`src/rtl/tff_count_seq_pkg.sv`:
```
// Shared types and default sizing for the toggle-cell sequence counter.
package tff_count_seq_pkg;

   localparam int DEF_WIDTH = 4;
   localparam int DEF_MAX   = 9;

   typedef enum logic [1:0] {
      ST_IDLE = 2'd0,
      ST_RUN  = 2'd1,
      ST_HOLD = 2'd2,
      ST_DONE = 2'd3
   } state_t;

endpackage

```
`src/rtl/tff_count_seq_ctrl.sv`:
```
// Sequencer FSM plus next-value / toggle-enable logic. Holds no count
// register: the count lives in the toggle-cell bank and is fed back here.
// Optional one-shot mode: define TFF_COUNT_SEQ_ONESHOT_EN.
//
// state | meaning
// IDLE  | stopped after reset or clear, count held
// RUN   | stepping once per edge in the up_dn direction
// HOLD  | paused by stop, count held, resumes on start
// DONE  | one-shot finished after the wrap step, done high
module tff_count_seq_ctrl
   import tff_count_seq_pkg::*;
#(
   parameter int WIDTH = DEF_WIDTH,
   parameter int MAX   = DEF_MAX
) (
   input  logic             clk,
   input  logic             rstn,
   input  logic             start,
   input  logic             stop,
   input  logic             clear,
   input  logic             up_dn,
   input  logic [WIDTH-1:0] count,
   output logic [WIDTH-1:0] t,
   output logic             busy,
   output logic             tc,
   output logic             done
);

   localparam logic [WIDTH-1:0] MAX_V = WIDTH'(MAX);
   localparam logic [WIDTH-1:0] ONE   = WIDTH'(1);

   state_t           state;
   logic             step;
   logic             wrap;
   logic [WIDTH-1:0] nxt;

   // Next value, wrap detection and per-bit toggle enables. A clear is
   // realised by toggling every set bit, which lands the bank on zero.
   always_comb begin
      step = (state == ST_RUN) && !clear && !stop;
      if (up_dn) begin
         wrap = (count >= MAX_V);
         nxt  = wrap ? '0 : count + ONE;
      end else begin
         wrap = (count == '0) || (count > MAX_V);
         nxt  = wrap ? MAX_V : count - ONE;
      end
      if (clear)     t = count;
      else if (step) t = count ^ nxt;
      else           t = '0;
      tc = (state == ST_RUN) && (up_dn ? (count == MAX_V) : (count == '0));
   end

`ifdef TFF_COUNT_SEQ_ONESHOT_EN
   logic done_q;
   assign done = done_q;
`else
   assign done = 1'b0;
`endif

   // Sequencer with registered busy/done; priority clear > stop > start.
   always_ff @(posedge clk or negedge rstn) begin
      if (!rstn) begin
         state  <= ST_IDLE;
         busy   <= 1'b0;
`ifdef TFF_COUNT_SEQ_ONESHOT_EN
         done_q <= 1'b0;
`endif
      end else if (clear) begin
         state  <= ST_IDLE;
         busy   <= 1'b0;
`ifdef TFF_COUNT_SEQ_ONESHOT_EN
         done_q <= 1'b0;
`endif
      end else begin
         case (state)
            ST_IDLE, ST_HOLD: begin
               if (!stop && start) begin
                  state <= ST_RUN;
                  busy  <= 1'b1;
               end
            end
            ST_RUN: begin
               if (stop) begin
                  state <= ST_HOLD;
                  busy  <= 1'b0;
               end
`ifdef TFF_COUNT_SEQ_ONESHOT_EN
               else if (wrap) begin
                  state  <= ST_DONE;
                  busy   <= 1'b0;
                  done_q <= 1'b1;
               end
`endif
            end
            ST_DONE: begin
               if (!stop && start) begin
                  state  <= ST_RUN;
                  busy   <= 1'b1;
`ifdef TFF_COUNT_SEQ_ONESHOT_EN
                  done_q <= 1'b0;
`endif
               end
            end
            default: begin
               state <= ST_IDLE;
               busy  <= 1'b0;
            end
         endcase
      end
   end

endmodule

```
`src/rtl/tff_count_seq_tog_cell.sv`:
```
// Single T flip-flop with asynchronous active-low reset; one per count bit.
module tog_cell (
   input  logic clk,
   input  logic rstn,
   input  logic t,
   output logic q
);

   // Flip q on every edge where t is high.
   always_ff @(posedge clk or negedge rstn) begin
      if (!rstn) q <= 1'b0;
      else if (t) q <= ~q;
   end

endmodule

```
`src/rtl/tff_count_seq.sv`:
```
// Start/stop/clear up-down counter built from a bank of toggle cells.
// Optional one-shot mode: define TFF_COUNT_SEQ_ONESHOT_EN.
module tff_count_seq
   import tff_count_seq_pkg::*;
#(
   parameter int WIDTH = DEF_WIDTH,
   parameter int MAX   = DEF_MAX
) (
   input  logic             clk,
   input  logic             rstn,
   input  logic             start,
   input  logic             stop,
   input  logic             clear,
   input  logic             up_dn,
   output logic [WIDTH-1:0] count,
   output logic             busy,
   output logic             tc,
   output logic             done
);

   if (MAX < 1 || MAX > (2**WIDTH) - 1) begin : g_bad_max
      $error("tff_count_seq: MAX out of range for WIDTH");
   end

   logic [WIDTH-1:0] t;

   tff_count_seq_ctrl #(
      .WIDTH (WIDTH),
      .MAX   (MAX)
   ) u_ctrl (
      .clk   (clk),
      .rstn  (rstn),
      .start (start),
      .stop  (stop),
      .clear (clear),
      .up_dn (up_dn),
      .count (count),
      .t     (t),
      .busy  (busy),
      .tc    (tc),
      .done  (done)
   );

   for (genvar i = 0; i < WIDTH; i++) begin : g_bank
      tog_cell u_cell (
         .clk  (clk),
         .rstn (rstn),
         .t    (t[i]),
         .q    (count[i])
      );
   end

endmodule

```
`config.mk`:
```
export PLATFORM = sky130hd
export DESIGN_NAME = tff_count_seq
export DESIGN_NICKNAME = d
export VERILOG_FILES = /design/src/rtl/tff_count_seq_pkg.sv /design/src/rtl/tff_count_seq_ctrl.sv /design/src/rtl/tff_count_seq_tog_cell.sv /design/src/rtl/tff_count_seq.sv
export SDC_FILE = /design/constraint.sdc
export NUM_CORES = 1
export LEC_CHECK = 0
export CORE_MARGIN = 2
export CORE_UTILIZATION = 40
export CTS_BUF_LIST = sky130_fd_sc_hd__clkbuf_4 sky130_fd_sc_hd__clkbuf_8
export DETAILED_ROUTE_END_ITERATION = 10
export PLACE_DENSITY = 0.66
export SLEW_MARGIN = 20
export SYNTH_ARGS = -nofsm -noshare
export SYNTH_HDL_FRONTEND = slang
export SYNTH_HIERARCHICAL = 1
export SYNTH_SLANG_ARGS = --single-unit
```
`constraint.sdc`:
```
create_clock -name clk -period 2 [get_ports clk]
set_input_delay 0.4 -clock clk [delete_from_list [all_inputs] [get_ports clk]]
set_output_delay 0.4 -clock clk [all_outputs]
set_load 0.01 [all_outputs]
```
Word-level counts from Yosys, hierarchy flattened
Index checks and enable logic that the tools add are counted.
Cells by class
  add/sub/neg operators: 2
  order comparisons: 2
  equality and inequality tests: 6
  multiplexer cells: 14
  bitwise logic cells: 5
  reductions and logical operators: 11
Operator list (number)
  4-bit two-way mux: 5
  2-bit two-way mux: 3
  4-bit by 1-bit adder with 4-bit output (second input constant): 1
  2-bit == test (second input constant): 2
  4-bit == test (second input constant): 1
  4-bit greater-or-equal comparator (second input constant): 1
  4-bit greater-than comparator (second input constant): 1
  1-bit logical AND: 4
  4-bit zero test: 1
  1-bit two-way mux: 4
  1-bit NOT: 4
  2-bit case mux with 2 select lines: 1
  4-bit by 1-bit subtractor with 4-bit output (second input constant): 1
  4-bit bitwise XOR: 1
  3-bit by 1-bit != test with 1-bit output (second input constant): 1
  3-bit != test (second input constant): 1
  3-bit OR reduction: 1
  2-bit by 1-bit == test with 1-bit output (second input constant): 1
  1-bit zero test: 2
  2-bit zero test: 1
  1-bit case mux with 2 select lines: 1
  2-bit AND reduction: 1
  1-bit logical OR: 1
Word-level totals
  flip-flop bits (word level): 7
  bits of input ports: 6
  output and inout bits: 7
  word-level logic and storage cells: 46

Logic depth before layout (Yosys ltp)
Gate-level depths: netlist of the first run.
  depth after elaboration: 7
  depth in mapped cells: 7
  gate-level depth less buffers: 7

By module
The synthesis of the first run kept the hierarchy.
Modules (own cells, without submodules)
  tff_count_seq_ctrl: times used 1, cells an instance 57, area an instance 419.2 µm², seq. area each 50.0 µm²
  tog_cell: times used 4, cells an instance 2, area an instance 33.8 µm², seq. area each 25.0 µm²

Least setup slack after synthesis of the first run
OpenSTA, ideal clock, no wires.
  kind: reg-to-output
  start point: reg g_bank[1].u_cell.q
  end point: out tc
  arrival time: 1.407 ns
  required time: 1.600 ns
  slack: 0.193 ns
  stages on the path, launching flop included: 6
  buffers on the path: 0
  path through: dfrtp_1 -> inv_1 -> ha_1 -> inv_1 -> o31a_1 -> nor3_1
On the way
  longest elaborated chain between the ends: 3
  elaborated cells on any way between the ends: 4
  those cells by class: 1 x eq/ne; 1 x mux; 2 x reduce/logical
Ends and longest elaborated chain
  from (decl): RTL line tff_count_seq_tog_cell.sv:6  | output logic q
  from (signal assigned): RTL line tff_count_seq_tog_cell.sv:12  | else if (t) q <= ~q;
  4-bit == test or 4-bit zero test (tied branches): RTL line tff_count_seq_ctrl.sv:51  | tc = (state == ST_RUN) && (up_dn ? (count == MAX_V) : (count == '0));
  1-bit two-way mux *: RTL line tff_count_seq_ctrl.sv:51
  1-bit logical AND *: RTL line tff_count_seq_ctrl.sv:51
  to (decl): RTL line tff_count_seq.sv:17  | output logic tc,
Every way passes the cells marked *; elsewhere a longest branch is shown, timed or not.

Final worst setup path of the first run
Ends and elaborated chain as after synthesis.

==> results.ini, run 1 <==
[run_status]
status=finished, final reports clean

[finish]
fillers=128
final_util=0.585
n_antenna_cell=0
area_delta_synth_final_pct=37.2
layout-drive-gt1-share=0.253
nNetsFinal=98
instances_no_fill=102

[detailed_routing]
totalWireLength_um=1240
drc=0
antenna_left=0
viasPerCell=5.34
vias=545
drt_iter0_markers=10
dr.pass1.iters=4
wl_per_cell_um=12.1

[timing]
finalWorstSetupSlack_ns=0.145
rsz0062_at_grt=false
hold_viol=0
finClkSkew_ns=0.00332
slew_viol_final=0
period_share=0.928
finalSetupViolCount=0
tns_ns=0
finalCriticalPeriod_ns=1.86
max_freq_ghz=0.539

[power_and_ir_drop]
clockPowerShare=0.098
p_sw_frac=0.415
internal_power_uw=640
powerDensity_nw_per_um2=1440
switching_power_uw=454
p_comb_frac=0.699
p_leak_uw=0.000340
vdd_drop_max_v=0.000687
p_seq_frac=0.203

[hold_path]
min_path_type=in2async

[floorplanning]
die_area_sq_um=1700
fp.dieW_um=41.2
rows=13
start_util=0.426
die_h_um=41.2
io_pins=13
coreArea_sq_um=1300

[placement]
dpl_worst_slack_ns=-0.236
gp_congestion=0.843
port_buffers=11
dp_hpwl_um=976
dp_cells=99

[logic_synthesis]
synth.distinct_cells=33
synth_area_leaders=dfrtp_1, ha_1, xor2_1
syn-cell-area_sq_um=554
ys.flop_type=dfrtp_1
synth-seq-area-share=0.271
syn-num-nets=74
ys_seq_elements=6
ys_async_sr_fraction=1.00
avgSynthCellArea_sq_um=8.53
yosys_warnings=6
synthCells=65
synth_top_area_share=0.271
synth_top_cell_by_area=dfrtp_1
synth_edf_count=0
synth_common_cells=dfrtp_1, nand2_1
synth.most_common_cell=dfrtp_1

[global_route]
grt_max_degree=15
gr-usage-all-layers=0.171
grt_pass1_wl_um=1880
gr-total-overflow=0
grt_pass1_vias=461
antenna_found_initial=0

[clock_tree]
cts_buffer_depth=2
clk_pin_slew_ns=0.04
ctsResizeCount=3
ctsHoldBuffers=0
cts_buffers=3
h-tree-depth=1
cts_setup_buffers=0
clk-insertion-delay-late_ns=0.24
cts_root_buf=clkbuf_4
numClockSinks=6
cts_tree=built

[worst_setup_path]
path_class=reg2out
rr_worst_depth=8
start_kind=register
critPathRequiredTime_ns=1.60
crit-reg2reg-capture=g_bank[1].u_cell/q
arrival_ns=1.46
cp_max_fo=2
endpoint_kind=output pin
r2r_start=g_bank[0].u_cell/q
r2r_slack_ns=0.24

[flow_run]
maxCapViolations=0

==> power by group through the flow <==
stage	Sequential (uW)	Clock (uW)	Combinational, uW
CTS	222	112	767
detailed placement	223	0	764
floorplan	273	0	413
global placement	220	0	751
global route	231	120	849
finish	222	107	765
==> registers in the layout (all words and copies together) (netlist names) <==
| signal | count |
|---|---|
| g_bank.u_cell/q | 4 |
| u_ctrl/state | 2 |
==> cell families (layout without fill, tap and decap cells) <==
family                     Yosys count  count (layout)  share of synthesized area
DFF                                  6               6                      0.271
AOI/OAI and AO/OA                   22              22                      0.298
other                                1               1                    0.00677
xor gates and xnor gates             4               4                     0.0632
buffers and inverters                8              30                     0.0903
adders and majority gates            3               3                     0.0677
and+or+nand+nor                     21              21                      0.203
==> layout by cell type (no fill, tap or decap), drive strengths merged, types with 2 or more instances in the layout <==
master | Yosys | final
nor3 | 3 | 3
clkbuf | 0 | 3
nand2 | 5 | 5
nor2 | 4 | 4
o21ai | 3 | 3
xor2 | 4 | 4
clkdlybuf4s50 | 0 | 10
o211ai | 3 | 3
buf | 4 | 13
dfrtp | 6 | 6
ha | 3 | 3
a22oi | 2 | 2
a21o | 2 | 2
nand2b | 3 | 3
inv | 4 | 4
nand3 | 3 | 3
a21oi | 4 | 4
==> area by class of cell <==
| cell class | count | area [sq um] | share of cell area |
|---|---|---|---|
| Multi-Input combinational cell | 51 | 359 | 0.472 |
| Timing Repair Buffer | 23 | 195 | 0.257 |
| Sequential cell | 6 | 150 | 0.197 |
| Clock buffer | 3 | 22.5 | 0.0296 |
| Tap cell | 15 | 18.8 | 0.0247 |
| Inverter | 4 | 15.0 | 0.0197 |
==> worst max path at each step <==
| stage | startpoint | slack [ns] | depth (start not counted) | to |
|---|---|---|---|---|
| after global routing | g_bank[0].u_cell/q | 0.02 | 6 | tc |
| after global placement | up_dn | -0.19 | 5 | tc |
| after CTS | g_bank[1].u_cell/q | 0.005 | 6 | tc |
| after detailed placement | up_dn | -0.24 | 5 | tc |
| final | g_bank[1].u_cell/q | 0.14 | 6 | tc |
| after floorplan | g_bank[1].u_cell/q | 0.19 | 5 | tc |
==> per-stage QoR <==
stage	hold WS [ns]	total power (uW)	cell area (sq um)
floorplan	0.104	686	554
global placement	0.525	971	738
detailed placement	0.550	987	738
CTS	0.404	1100	762
global route	0.415	1200	761
finish	0.403	1090	761
==> metal layers <==
| layer | track usage | routed length [um] | vias up |
|---|---|---|---|
| met2 | 0.281 | 616 | 14 |
| met5 | 0 | 0 | - |
| met4 | 0 | 0 | 0 |
| met1 | 0.226 | 584 | 255 |
| met3 | 0.0652 | 34 | 0 |
| li1 | - | - | 276 |
==> worst max-delay path, stage by stage, from the launching register on <==
cell and delay (ns):
dfrtp_1 0.37, inv_1 0.08, ha_1 0.17, inv_1 0.06, o31a_1 0.29, nor3_2 0.10
buf_2 0.15
Power figures use the tool's default switching activity.
==> inputs of run 2 (changes only) <==
- CORE_ASPECT_RATIO: not set -> 1.1
- CORE_UTILIZATION: 40 -> 35
- PLACE_DENSITY: 0.66 -> not set
==> run 2 against run 1 <==
Compared with the run above:
- non-clock buffer count is 3 lower
- setup slack better by 0.0092 ns
- global-route usage is 2.5 points lower
- utilization is 9.7 points lower
- sequential share of layout area is 0.53 points higher
- design area is 2.6% lower
- combinational power is 3.8% lower
- cell count is 0.98% lower
- critical path depth stayed put
==> results.ini, run 2 (same netlist as run 1, synthesis figures left out) <==
[placement]
dp_hpwl_um=900
port_buffers=11
dp_cells=98
gp_congestion=0.740

[flow_run]
maxCapViolations=0

[floorplanning]
start_util=0.365
io_pins=13
fp.dieW_um=41.9
die_area_sq_um=1920
rows=15
coreArea_sq_um=1520
die_h_um=45.7

[global_route]
antenna_found_initial=0
gr-total-overflow=0
grt_pass1_wl_um=2010
grt_pass1_vias=465
gr-usage-all-layers=0.146
grt_max_degree=15

[worst_setup_path]
r2r_slack_ns=0.21
rr_worst_depth=8
path_class=reg2out
critPathRequiredTime_ns=1.60
r2r_start=g_bank[0].u_cell/q
arrival_ns=1.45
crit-reg2reg-capture=g_bank[0].u_cell/q
crit_chain=inv_1 -> ha_1 -> inv_1 -> o31a_1 -> nor3_2 -> clkbuf_2
cp_max_fo=2
endpoint_kind=output pin
cpMostUsedCell=inv_1
cpPeakStageDelay_ns=0.37
start_kind=register
cp_slowest_cell=dfrtp_1

[detailed_routing]
dr.pass1.iters=4
totalWireLength_um=1290
antenna_left=0
drt_iter0_markers=9
vias=527
drc=0
viasPerCell=5.22
wl_per_cell_um=12.8

[finish]
layout_common_cells=clkdlybuf4s50_1, buf_4, dfrtp_1, nand2_1
reg_top3=g_bank.u_cell/q (4), u_ctrl/state (2)
regMostFlops=g_bank.u_cell/q
largest_reg_flops=4
final_util=0.487
n_antenna_cell=0
instances_no_fill=101
final_common_cell=clkdlybuf4s50_1
layout-drive-gt1-share=0.226
area_delta_synth_final_pct=33.6
nNetsFinal=95

[clock_tree]
cts_setup_buffers=0
h-tree-depth=1
cts_root_buf=clkbuf_4
numClockSinks=6
clk_pin_slew_ns=0.05
ctsResizeCount=2
cts_buffers=3
ctsHoldBuffers=0
cts_buffer_depth=2
clk-insertion-delay-late_ns=0.25
cts_tree=built

[timing]
rsz0062_at_grt=false
period_share=0.923
hold_viol=0
finalCriticalPeriod_ns=1.85
slew_viol_final=0
finClkSkew_ns=0.00830
finalSetupViolCount=0
max_freq_ghz=0.542

[power_and_ir_drop]
powerDensity_nw_per_um2=1440
vdd_drop_max_v=0.000793
power.total_uw=1070
p_leak_uw=0.000325

[hold_path]
min_path_type=in2async

[run_status]
status=finished, final reports clean

-- run 2: changes by cell type in the layout (fill, tap and decap cells not counted) --
cell | before | now
buf_4 | 12 | 9
buf_2 | 1 | 0
clkbuf_2 | 0 | 1
-- run 2: area by class of cell --
| cell class | instances | area [sq um] |
|---|---|---|
| Tap cell | 17 | 21.3 |
| Timing Repair Buffer | 20 | 173 |
| Clock buffer | 3 | 22.5 |
| Multi-Input combinational cell | 51 | 359 |
| Inverter | 4 | 15.0 |
| Fill cell | 160 | 779 |
| Sequential cell | 6 | 150 |
-- run 2: power breakdown --
| part | internal [uW] | switching [uW] | total [uW] |
|---|---|---|---|
| combinational | 381 | 355 | 736 |
| clock | 67.9 | 43.9 | 112 |
| sequential | 168 | 51.8 | 220 |
-- run 2: per-stage QoR --
stage	setup WS [ns]	hold WS [ns]	area [sq um]	TNS, ns
2_1_floorplan	0.193	0.104	554	0
3_3_place_gp	-0.189	0.523	718	-0.189
3_5_place_dp	-0.180	0.538	718	-0.180
4_1_cts	0.00701	0.406	741	0
5_1_grt	0.00216	0.414	741	0
6_report	0.154	0.400	741	0
-- run 2: metal layers --
layer  wire [um]  global-route usage  part of all wire  vias up
li1            -                   -                 -      270
met1         576               0.169              0.45      247
met2         647               0.253              0.50        8
met3          59              0.0595             0.046        2
met4           6              0.0387            0.0047        0
met5           0                   0                 0        -
-- run 2: worst max-delay path: cells and delay by family (launching register included) --
family          cells  cell delay, ns
flops               1            0.37
buf+inv             3            0.28
compound gates      1            0.28
fa+ha+maj           1            0.17
simple gates        1            0.09
-- run 2: worst max-delay path by stage --
| stage | from | end | cells after the start |
|---|---|---|---|
| 2_1_floorplan | g_bank[1].u_cell/q | tc | 5 |
| 3_3_place_gp | up_dn | tc | 4 |
| 3_5_place_dp | up_dn | tc | 4 |
| 4_1_cts | g_bank[0].u_cell/q | tc | 6 |
| 5_1_grt | g_bank[0].u_cell/q | tc | 6 |
| 6_report | g_bank[0].u_cell/q | tc | 6 |
==> inputs of run 3 (changes only) <==
- clock period: 2 -> 2.1 ns (I/O delays scaled with it)
==> run 3 against run 2 <==
Compared with the run above:
- clock skew decreased by 0.0027 ns
- largest cell class unchanged
- utilization fell by 0.82 points
- non-clock buffer count decreased by 1
- via count decreased by 0.76%
- total power decreased by 6.5%
- sequential power decreased by 6%
- design area shrank 1.7%
- critical path type unchanged
==> results.ini, run 3 (same netlist as run 1, synthesis figures left out) <==
[hold_path]
min_path_type=in2async

[finish]
layout-drive-gt1-share=0.205
instances_no_fill=100
regMostFlops=g_bank.u_cell/q
fillers=143
largest_reg_flops=4
multi_input_area_sq_um=354
nNetsFinal=94
reg_top3=g_bank.u_cell/q (4), u_ctrl/state (2)
regArea_sq_um=150
layout_common_cells=clkdlybuf4s50_1, buf_4, dfrtp_1, nand2_1
final_util=0.479
n_antenna_cell=0
area_delta_synth_final_pct=31.4
final_common_cell=clkdlybuf4s50_1

[floorplanning]
fp.dieW_um=41.9
io_pins=13
rows=15
start_util=0.365
die_area_sq_um=1920
die_h_um=45.7
coreArea_sq_um=1520

[worst_setup_path]
endpoint_kind=output pin
critPathRequiredTime_ns=1.68
start_kind=register
cp_max_fo=2
path_class=reg2out
crit-reg2reg-capture=g_bank[1].u_cell/q
rr_worst_depth=8
r2r_start=g_bank[0].u_cell/q
r2r_slack_ns=0.30
arrival_ns=1.48

[placement]
port_buffers=11
dp_cells=97
gp_congestion=0.739
dp_hpwl_um=905

[power_and_ir_drop]
p_leak_uw=0.000320
clockPowerShare=0.105
p_sw_frac=0.423
p_comb_frac=0.688
internal_power_uw=576
switching_power_uw=422
p_seq_frac=0.207
powerDensity_nw_per_um2=1370
vdd_drop_max_v=0.000627

[timing]
slew_viol_final=0
tns_ns=0
max_freq_ghz=0.526
hold_slack_ns=0.422
finClkSkew_ns=0.00565
finalSetupViolCount=0
rsz0062_at_grt=false
hold_viol=0
period_share=0.906
finalCriticalPeriod_ns=1.90

[clock_tree]
cts_tree=built
cts_setup_buffers=0
cts_buffer_depth=2
cts_buffers=3
clk-insertion-delay-late_ns=0.24
h-tree-depth=1
numClockSinks=6
cts_root_buf=clkbuf_4
clk_pin_slew_ns=0.05

[run_status]
status=finished, final reports clean

[flow_run]
maxCapViolations=0

[detailed_routing]
antenna_left=0
viasPerCell=5.23
drc=0
totalWireLength_um=1200
drt_iter0_markers=2
vias=523
dr.pass1.iters=2
wl_per_cell_um=12.0

[global_route]
gr-total-overflow=0
grt_max_degree=15
antenna_found_initial=0
grt_pass1_vias=468
grt_pass1_wl_um=2020
gr-usage-all-layers=0.145

## run 3: changes by cell type in the layout (fill, tap and decap cells not counted)
cell,previous run,this run
buf_4,9,8
nor3_2,2,1
nor3_1,1,2
## run 3: power groups by stage
stage / sequential (uW) / clock, uW / combinational, uW
finish: 206 / 105 / 687
global route: 214 / 117 / 763
CTS: 207 / 111 / 694
detailed placement: 209 / 0 / 692
global placement: 207 / 0 / 684
floorplan: 260 / 0 / 394
## run 3: per-layer routing
| metal | share of wire | global-route usage | vias up | wire, um |
|---|---|---|---|---|
| met2 | 0.50 | 0.231 | 9 | 598 |
| li1 | - | - | 269 | - |
| met4 | 0.0042 | 0.0387 | 0 | 5 |
| met5 | 0 | 0 | - | 0 |
| met1 | 0.45 | 0.180 | 243 | 545 |
| met3 | 0.045 | 0.0635 | 2 | 54 |
## run 3: timing repair
item / in CTS / in global routing
hold buffers: 0 / 0
endpoints found under the setup margin: 1 / 1
gates resized for setup: 1 / 2
## run 3: layout make-up
| cell class | count | share of cell area |
|---|---|---|
| tap | 17 | 0.0292 |
| timing repair buffer | 19 | 0.227 |
| inverter | 4 | 0.0206 |
| sequential | 6 | 0.206 |
| multi-input combinational | 51 | 0.486 |
| clock buffer | 3 | 0.0309 |
## run 3: worst max-delay path, stage by stage, from the launching register on
cell      delay, ns
dfrtp_1        0.37
inv_1          0.07
ha_1           0.17
inv_1          0.06
o31a_1         0.28
nor3_1         0.13
clkbuf_2       0.15
## run 3: worst max-delay path by stage
stage	depth (start not counted)	slack, ns	endpoint	startpoint
2_1_floorplan	5	0.27	tc	g_bank[1].u_cell/q
3_3_place_gp	4	-0.13	tc	up_dn
3_5_place_dp	5	-0.14	tc	up_dn
4_1_cts	6	0.06	tc	g_bank[0].u_cell/q
5_1_grt	6	0.09	tc	g_bank[0].u_cell/q
6_report	6	0.20	tc	g_bank[0].u_cell/q
## run 3: per-stage QoR
step | worst slack, ns | cell area [sq um] | power, uW
2_1_floorplan | 0.273 | 554 | 653
3_3_place_gp | -0.130 | 711 | 891
3_5_place_dp | -0.135 | 711 | 901
4_1_cts | 0.0579 | 732 | 1010
5_1_grt | 0.0897 | 728 | 1090
6_report | 0.198 | 728 | 997
